$ cat src/rtl/prince_cfb_pkg.sv
// Shared constants and FSM state encoding for the prince_cfb arbiter slice.
package prince_cfb_pkg;

   localparam int DATA_W  = 16;
   localparam int TIMER_W = 8;

   typedef enum logic [2:0] {
      ST_IDLE  = 3'd0,
      ST_GRANT = 3'd1,
      ST_START = 3'd2,
      ST_WAIT  = 3'd3,
      ST_RESP  = 3'd4
   } state_t;

endpackage

$ cat src/rtl/rr_arbiter.sv
// Round-robin picker: first asserted request at or after ptr, wrapping to 0.
module rr_arbiter #(
   parameter int NUM_REQ = 4,
   parameter int IDX_W   = $clog2(NUM_REQ)
) (
   input  logic [NUM_REQ-1:0] req,
   input  logic [IDX_W-1:0]   ptr,
   output logic [NUM_REQ-1:0] grant,
   output logic [IDX_W-1:0]   grant_idx
);

   always_comb begin
      logic           found;
      logic [IDX_W:0] pos;
      grant     = '0;
      grant_idx = '0;
      found     = 1'b0;
      pos       = '0;
      for (int i = 0; i < NUM_REQ; i++) begin
         pos = {1'b0, ptr} + (IDX_W+1)'(i);
         if (pos >= (IDX_W+1)'(NUM_REQ))
            pos = pos - (IDX_W+1)'(NUM_REQ);
         if (!found && req[pos[IDX_W-1:0]]) begin
            found                  = 1'b1;
            grant[pos[IDX_W-1:0]]  = 1'b1;
            grant_idx              = pos[IDX_W-1:0];
         end
      end
   end

endmodule

$ cat src/rtl/prince_cfb_arbiter.sv
// Shares one prince_cfb core between NUM_REQ clients: round-robin grant, one job at a time,
// with a watchdog that aborts a job whose core never reports block_done.
module prince_cfb_arbiter #(
   parameter int NUM_REQ = 4,
   parameter int DATA_W  = prince_cfb_pkg::DATA_W,
   parameter int TIMEOUT = 255
) (
   input  logic                      clk,
   input  logic                      rst,
   input  logic [15:0]               chip_id_cfg,
   input  logic [NUM_REQ-1:0]        req_valid,
   input  logic [NUM_REQ-1:0]        req_encrypt,
   input  logic [NUM_REQ*DATA_W-1:0] req_data,
   output logic [NUM_REQ-1:0]        req_ack,
   output logic [NUM_REQ-1:0]        rsp_valid,
   output logic                      rsp_err,
   output logic [DATA_W-1:0]         rsp_data,
   output logic                      core_start,
   output logic                      core_encrypt,
   output logic [15:0]               core_chip_id,
   output logic [DATA_W-1:0]         core_text,
   input  logic                      core_done,
   input  logic                      core_busy_n,
   input  logic [DATA_W-1:0]         cipher_text,
   output logic                      busy
);

   import prince_cfb_pkg::*;

   localparam int IDX_W = $clog2(NUM_REQ);

   state_t               state_reg;
   logic [IDX_W-1:0]     ptr_reg;
   logic [IDX_W-1:0]     win_reg;
   logic [TIMER_W-1:0]   timer_reg;
   logic [NUM_REQ-1:0]   req_ack_reg;
   logic [NUM_REQ-1:0]   rsp_valid_reg;
   logic                 rsp_err_reg;
   logic [DATA_W-1:0]    rsp_data_reg;
   logic                 core_start_reg;
   logic                 core_encrypt_reg;
   logic [DATA_W-1:0]    core_text_reg;

   logic [NUM_REQ-1:0]   grant;
   logic [IDX_W-1:0]     grant_idx;
   logic [DATA_W-1:0]    req_slice [NUM_REQ];

   genvar gi;
   generate
      for (gi = 0; gi < NUM_REQ; gi++) begin : g_slice
         assign req_slice[gi] = req_data[gi*DATA_W +: DATA_W];
      end
   endgenerate

   rr_arbiter #(
      .NUM_REQ (NUM_REQ),
      .IDX_W   (IDX_W)
   ) u_rr (
      .req       (req_valid),
      .ptr       (ptr_reg),
      .grant     (grant),
      .grant_idx (grant_idx)
   );

   always_ff @(posedge clk) begin
      if (rst) begin
         state_reg        <= ST_IDLE;
         ptr_reg          <= '0;
         win_reg          <= '0;
         timer_reg        <= '0;
         req_ack_reg      <= '0;
         rsp_valid_reg    <= '0;
         rsp_err_reg      <= 1'b0;
         rsp_data_reg     <= '0;
         core_start_reg   <= 1'b0;
         core_encrypt_reg <= 1'b0;
         core_text_reg    <= '0;
      end else begin
         // Pulse outputs default low; each is raised for the single cycle of its state.
         req_ack_reg    <= '0;
         rsp_valid_reg  <= '0;
         rsp_err_reg    <= 1'b0;
         core_start_reg <= 1'b0;
         case (state_reg)
            ST_IDLE: begin
               if ((|req_valid) && core_busy_n) begin
                  win_reg          <= grant_idx;
                  req_ack_reg      <= grant;
                  core_encrypt_reg <= req_encrypt[grant_idx];
                  core_text_reg    <= req_slice[grant_idx];
                  state_reg        <= ST_GRANT;
               end
            end
            ST_GRANT: begin
               ptr_reg        <= (win_reg == IDX_W'(NUM_REQ-1)) ? '0 : win_reg + IDX_W'(1);
               core_start_reg <= 1'b1;
               state_reg      <= ST_START;
            end
            ST_START: begin
               timer_reg <= '0;
               state_reg <= ST_WAIT;
            end
            ST_WAIT: begin
               timer_reg <= timer_reg + TIMER_W'(1);
               if (core_done) begin
                  rsp_data_reg  <= cipher_text;
                  rsp_valid_reg <= NUM_REQ'(1) << win_reg;
                  state_reg     <= ST_RESP;
               end else if (timer_reg == TIMER_W'(TIMEOUT)) begin
                  rsp_err_reg   <= 1'b1;
                  rsp_data_reg  <= '0;
                  rsp_valid_reg <= NUM_REQ'(1) << win_reg;
                  state_reg     <= ST_RESP;
               end
            end
            ST_RESP:  state_reg <= ST_IDLE;
            default:  state_reg <= ST_IDLE;
         endcase
      end
   end

   assign req_ack      = req_ack_reg;
   assign rsp_valid    = rsp_valid_reg;
   assign rsp_err      = rsp_err_reg;
   assign rsp_data     = rsp_data_reg;
   assign core_start   = core_start_reg;
   assign core_encrypt = core_encrypt_reg;
   assign core_chip_id = chip_id_cfg;
   assign core_text    = core_text_reg;
   assign busy         = (state_reg != ST_IDLE);

endmodule

$ cat config.mk
export PLATFORM = sky130hd
export DESIGN_NAME = prince_cfb_arbiter
export DESIGN_NICKNAME = d
export VERILOG_FILES = /design/src/rtl/prince_cfb_pkg.sv /design/src/rtl/rr_arbiter.sv /design/src/rtl/prince_cfb_arbiter.sv
export SDC_FILE = /design/constraint.sdc
export NUM_CORES = 1
export LEC_CHECK = 0
export ABC_AREA = 1
export CAP_MARGIN = 20
export CORE_ASPECT_RATIO = 1.4
export CORE_UTILIZATION = 30
export DETAILED_ROUTE_END_ITERATION = 16
export PLACE_DENSITY = 0.59
export SYNTH_ARGS = -nofsm -noshare
export SYNTH_HDL_FRONTEND = slang
export SYNTH_SLANG_ARGS = --single-unit
$ cat constraint.sdc
create_clock -name clk -period 2.54 [get_ports clk]
set_clock_uncertainty 0.2 [all_clocks]
set_input_delay 0.508 -clock clk [delete_from_list [all_inputs] [get_ports clk]]
set_output_delay 0.508 -clock clk [all_outputs]
set_load 0.005 [all_outputs]
==> impl_metrics.tcl, run 1 <==
set metrics [dict create \
    status "complete, no violations" \
    wirelength_mm 10.25 \
    drv_cap 0 \
    route.detailed.drc 0 \
    pre_cts_slack_ns -0.07723 \
    wl_met3_um 616 \
    critPathMaxFanout 13 \
    overflow 0 \
    grt_start_max_net_pins 35 \
    clk_pin_slew_ns 0.05 \
    min_period_over_period_pct 89.71 \
    r2r_start "ptr_reg[1]" \
    hold_ws_ns 0.2561 \
    async_reset_ff_share_pct 0 \
    yosysSeqAreaShare_pct 31.86 \
    cts_buffers 9 \
    whs_endpoint "rsp_data[2]" \
    hold_class "flop to flop" \
    vias_per_cell 4.592 \
    cts_sinks 58 \
    grtUsageTotal_pct 16.70 \
    fmax_ghz 0.4388 \
    power_mw 3.845 \
    crit_type "primary input to flop" \
    vias 3917 \
    core_um2 11820 \
    highest_layer "met4" \
    synth_flop_cell "dfxtp_1" \
    grt_pass1_vias 3764 \
    dp_hpwl_mm 8.062 \
    cts_tree "yes" \
    rsz0062_at_grt "no" \
    synth_cell_types 37 \
    syn_nets 686 \
    ant_nets 0 \
    cts_hold_buf 0 \
    nets 819 \
    regArea_um2 1161 \
    worstSetupEndpointType "flop" \
    cts_resized 0 \
    cp-start-kind "primary input" \
    portBuffers 135 \
    io_pins 168 \
    synth_edf_count 0 \
    max-slew-margin-rel_pct 61.24 \
    routedWlPerCell_um 12.02 \
    gp_congestion 0.8750 \
    antenna_found_initial 0 \
    multi_input_area_um2 1843 \
    clk_path_buf_depth 2 \
    placed_cells 837 \
    slew_violations 0 \
    hold_viol 0 \
    netlist_instances 568 \
    arrival_ns 2.30 \
    initial_utilization_pct 30.84 \
    met2_length_mm 5.174 \
    synth_top_family_by_area "simple AND/OR/NAND/NOR gates" \
    syn2layout_area_growth_pct 50.43 \
    min_period_ns 2.279 \
    ctsRootBufferMaster "clkbuf_16" \
    worstPathRequired_ns 2.56 \
    synth_compound_area_share_pct 7.964 \
    synth-warning-count 0 \
    rows 47 \
    n_fill_cell 1191 \
    ff2ff_setup_slack_ns 0.29 \
    r2r_cells 16 \
    insertion_delay_ns 0.32 \
    synthXorXnorAreaFrac_pct 0.2403 \
    r2r-end "core_text[0]" \
    dieArea_um2 12600 \
    fin_ws_ns 0.2613 \
    ir_worst_vdd_mv 0.3204 \
    hp-start "rsp_data[2]" \
    h-tree-depth 3 \
    hold_depth 2 \
    finalNonFillerCells 853 \
    syn_area_um2 3645 \
    muxShareOfSynthArea_pct 0 \
    leakage_nw 2.590 \
    avgSynthCellArea_um2 6.417 \
    die_y_um 132.4 \
    worst_pin_slew_ns 0.5801 \
    grt_pass1_wl_mm 16.71 \
    drive_above_1_share_pct 9.065 \
    cellPowerDensity_nw_per_um2 701.2 \
    final-setup-viol-count 0 \
    synth-simple-area-share_pct 38.52 \
    synthAdderAreaFrac_pct 3.433 \
    cts_setup_buffers 0 \
    diodes 0 \
    drtIter0Drc 84 \
    firstDrtPassIters 4 \
    ys_ff_latch 58 \
    fp.dieW_um 95.16 \
    wl_met1_mm 4.249 \
]
-- cell usage after synthesis, types with 6 or more instances --
cell / number / area (µm²)
dfxtp_1: 58 / 1161
nand3_1: 103 / 515.5
buf_4: 17 / 127.6
buf_2: 6 / 30.03
ha_1: 10 / 125.1
o21ai_0: 7 / 35.03
nor2_1: 43 / 161.4
clkbuf_1: 9 / 33.78
a21oi_1: 26 / 130.1
inv_1: 101 / 379.1
nand2_1: 134 / 503.0
-- through the flow --
stage | area [µm²] | utilization (%) | TNS (ns)
floorplan | 3645 | - | 0
global placement | 5170 | 43.74 | -0.3640
detailed placement | 5170 | 43.74 | -1.185
CTS | 5469 | 46.27 | 0
global route | 5483 | 46.39 | 0
finish | 5483 | 46.39 | 0
-- layer usage --
layer	up-vias	track usage, %
met1	1739	18.77
met5	-	0
met3	20	3.161
met4	0	7.071
li1	2031	-
met2	127	29.84
-- area by class of cell --
type / count / share of cell area, %
clock inverters: 2 / 0.6390
inverters: 105 / 7.325
repair buffers: 163 / 29.07
clock buffers: 14 / 4.815
flip-flops and latches: 58 / 21.18
multi-input cells: 364 / 33.61
well taps: 147 / 3.355
-- cells in the final DEF, fill, tap and decap left out, types with 2 or more instances in the layout --
cell,n
inv_1,101
clkdlybuf4s50_1,134
nand3_1,103
nor3_1,3
a22oi_1,4
a21oi_1,26
nand2_1,134
dfxtp_1,58
buf_4,25
clkbuf_8,2
ha_1,9
a211oi_1,2
o21ai_0,7
clkbuf_1,3
nand4_1,2
nand2_2,5
buf_12,3
nand2_4,5
o221ai_1,3
nand3_2,3
nor2_1,42
a221oi_1,3
clkbuf_16,9
-- where the power goes --
part / total (mW) / internal, mW / switching, mW / leakage, nW
Clock: 1.19 / 0.810 / 0.382 / 0.147
Combinational: 1.61 / 0.737 / 0.868 / 1.97
Sequential: 1.05 / 0.995 / 0.0527 / 0.472
Total: 3.84 / 2.54 / 1.30 / 2.59
-- how the worst max path moves through the flow --
stage | slack (ns) | end | cells after the start | startpoint
after global routing | 0.02 | core_encrypt | 14 | req_valid[2]
after CTS | 0.17 | core_text[3] | 17 | ptr_reg[0]
after floorplan | 0.20 | core_text[0] | 17 | ptr_reg[0]
final | 0.26 | core_text[14] | 14 | req_valid[2]
after detailed placement | -0.08 | core_text[6] | 14 | req_valid[2]
after global placement | -0.08 | win_reg[1] | 10 | req_valid[3]
-- worst max-delay path, stage by stage --
cell	delay (ns)
clkdlybuf4s50_1	0.45
inv_1	0.11
nand2_1	0.07
nand3_1	0.13
nand2_2	0.10
nor2_8	0.14
nand3_2	0.10
nand3_2	0.11
nand2_4	0.07
buf_4	0.19
nand3_1	0.11
nand3_1	0.09
nand2_1	0.07
inv_1	0.03
-- cell families after synthesis --
kind of cell | after synthesis
AOI/OAI and AO/OA | 49
xor gates and xnor gates | 1
DFF | 58
buffers and inverters | 146
adders and majority gates | 10
and+or+nand+nor | 304
No activity file was read; power rests on OpenSTA's default activity.
==> inputs of run 2 (changes only) <==
--- a/config.mk
+++ b/config.mk
@@ -11,6 +11,7 @@
 export CORE_UTILIZATION = 30
 export DETAILED_ROUTE_END_ITERATION = 16
 export PLACE_DENSITY = 0.59
+export SLEW_MARGIN = 20
 export SYNTH_ARGS = -nofsm -noshare
 export SYNTH_HDL_FRONTEND = slang
 export SYNTH_SLANG_ARGS = --single-unit
==> results of run 2 <==
No change in the layout: final DEF, timing and power equal those of run 1.
==> inputs of run 3 (changes only) <==
--- a/config.mk
+++ b/config.mk
@@ -8,6 +8,7 @@
 export ABC_AREA = 1
 export CAP_MARGIN = 20
 export CORE_ASPECT_RATIO = 1.4
+export CORE_MARGIN = 2
 export CORE_UTILIZATION = 30
 export DETAILED_ROUTE_END_ITERATION = 16
 export PLACE_DENSITY = 0.59
==> run 3 against run 2 <==
Register-to-register slack got worse by 0.04 ns. Combinational power barely moved. Die area is 3.6% higher. Worst setup slack got worse by 0.028 ns. Wire length shrank 0.95%. Hold slack gained 0.00072 ns. Largest cell class unchanged. Highest routed layer unchanged. Clock power hardly changed. Final area shrank 0.46%. Critical path type unchanged.
==> impl_metrics.tcl, run 3 (same netlist as run 1, synthesis figures left out) <==
set metrics [dict create \
    clk_pin_slew_ns 0.05 \
    portBuffers 135 \
    h-tree-depth 3 \
    p_sw_mw 1.290 \
    worst_pin_slew_ns 0.5957 \
    leakage_nw 2.574 \
    die_y_um 134.4 \
    overflow 0 \
    arrival_ns 2.33 \
    firstDrtPassIters 4 \
    n_fill_cell 1226 \
    rsz0062_at_grt "no" \
    dp_hpwl_mm 7.981 \
    ant_nets 0 \
    cts_sinks 58 \
    worstPathRequired_ns 2.56 \
    core_um2 11820 \
    insertion_delay_ns 0.32 \
    initial_utilization_pct 30.84 \
    diodes 0 \
    grt_pass1_vias 3850 \
    dieArea_um2 13060 \
    slew_violations 0 \
    cp-start-kind "primary input" \
    min_period_over_period_pct 90.83 \
    crit_type "primary input to flop" \
    routedWlPerCell_um 11.97 \
    vias 3904 \
    clockPowerShare_pct 31.5 \
    worstSetupEndpointType "flop" \
    final_area_um2 5458 \
    syn2layout_area_growth_pct 49.74 \
    fp.dieW_um 97.16 \
    hold_ws_ns 0.2568 \
    final_cell_mix "nand2_1, clkdlybuf4s50_1, nand3_1" \
    wirelength_mm 10.15 \
    max-slew-margin-rel_pct 60.19 \
    nets 815 \
    route.detailed.drc 0 \
    ctsRootBufferMaster "clkbuf_16" \
    cts_hold_buf 0 \
    rows 47 \
    cts_tree "yes" \
    clk_path_buf_depth 2 \
    status "complete, no violations" \
    critPathMaxFanout 14 \
    fmax_ghz 0.4335 \
    power_mw 3.840 \
    drive_above_1_share_pct 8.702 \
    p_sw_share_pct 33.59 \
    cellPowerDensity_nw_per_um2 703.6 \
    drv_cap 0 \
    drtIter0Drc 81 \
    post_dp_cell_area_um2 5140 \
    io_pins 168 \
    hold_class "flop to flop" \
    min_period_ns 2.307 \
    grt_start_max_net_pins 35 \
    p_seq_share_pct 27.3 \
    gp_congestion 0.8974 \
    pwr-share-comb_pct 41.3 \
    vias_per_cell 4.604 \
    grt_pass1_wl_mm 16.73 \
    grtUsageTotal_pct 15.43 \
    hold_viol 0 \
    p_int_mw 2.550 \
    ir_worst_vdd_mv 0.4078 \
    finish.utilization_pct 46.17 \
    cts_buffers 9 \
    final-setup-viol-count 0 \
    antenna_found_initial 0 \
]
[run 3: cell types whose count changed in the layout (fill, tap and decap cells not counted), sizes merged]
| cell | before | now |
|---|---|---|
| clkbuf | 14 | 13 |
| clkinv | 2 | 3 |
| inv | 104 | 103 |
| buf | 29 | 25 |
[run 3: critical path, stage by stage]
cell and delay, ns:
clkdlybuf4s50_1 0.45, inv_1 0.11, nand2_1 0.08, nand3_1 0.12
nand2_2 0.10, nor2_8 0.15, nand4_2 0.13, nand2_4 0.11
clkinv_2 0.19, nand3_1 0.14, nand3_1 0.10, nand2_1 0.08
inv_1 0.03
[run 3: worst paths after layout]
kind | slack, ns | depth (start not counted) | from | endpoint
setup / recovery | 0.23 | 13 | req_valid[2] | core_text[1]
hold / removal | 0.26 | 2 | rsp_data[13] | rsp_data[13]
setup reg to reg | 0.25 | 16 | ptr_reg[1] | core_text[1]
hold reg to reg | 0.26 | 2 | rsp_data[13] | rsp_data[13]
[run 3: timing repair]
action / 4_1_cts / 5_1_grt
buffers inserted: 0 / 0
gates resized for setup: 0 / 2
setup endpoints to repair: 0 / 12
[run 3: stage by stage]
stage | setup WS (ns) | TNS, ns | std cells
floorplan | 0.1959 | 0 | 568
global placement | -0.06250 | -0.2393 | 833
detailed placement | -0.1187 | -1.073 | 833
CTS | 0.08202 | 0 | 848
global route | 0.05801 | 0 | 848
finish | 0.2330 | 0 | 848
[run 3: area by class of cell]
type                       count  area [µm²]  share of cell area (%)
tap                          147       183.9                   3.370
clock inverter                 2       35.03                  0.6419
sequential                    58        1161                   21.27
clock buffer                  13       270.3                   4.952
inverter                     105       400.4                   7.336
timing repair buffer         159        1564                   28.66
multi-input combinational    364        1843                   33.77
[run 3: power by group through the flow]
stage          Combinational (mW)  Clock (mW)  Sequential (mW)
2_1_floorplan                1.00           0             1.06
3_3_place_gp                 1.57           0             1.07
3_5_place_dp                 1.59           0             1.06
4_1_cts                      1.59        1.24             1.05
5_1_grt                      1.78        1.28             1.06
6_report                     1.58        1.21             1.05
[run 3: metal layers]
metal  up-vias  GRT usage (%)  wire (µm)
met5         -              0          0
met4         0          7.277        246
met3        24          4.117        667
met2       138          27.04       4972
met1      1717          17.36       4265
li1       2025              -          -
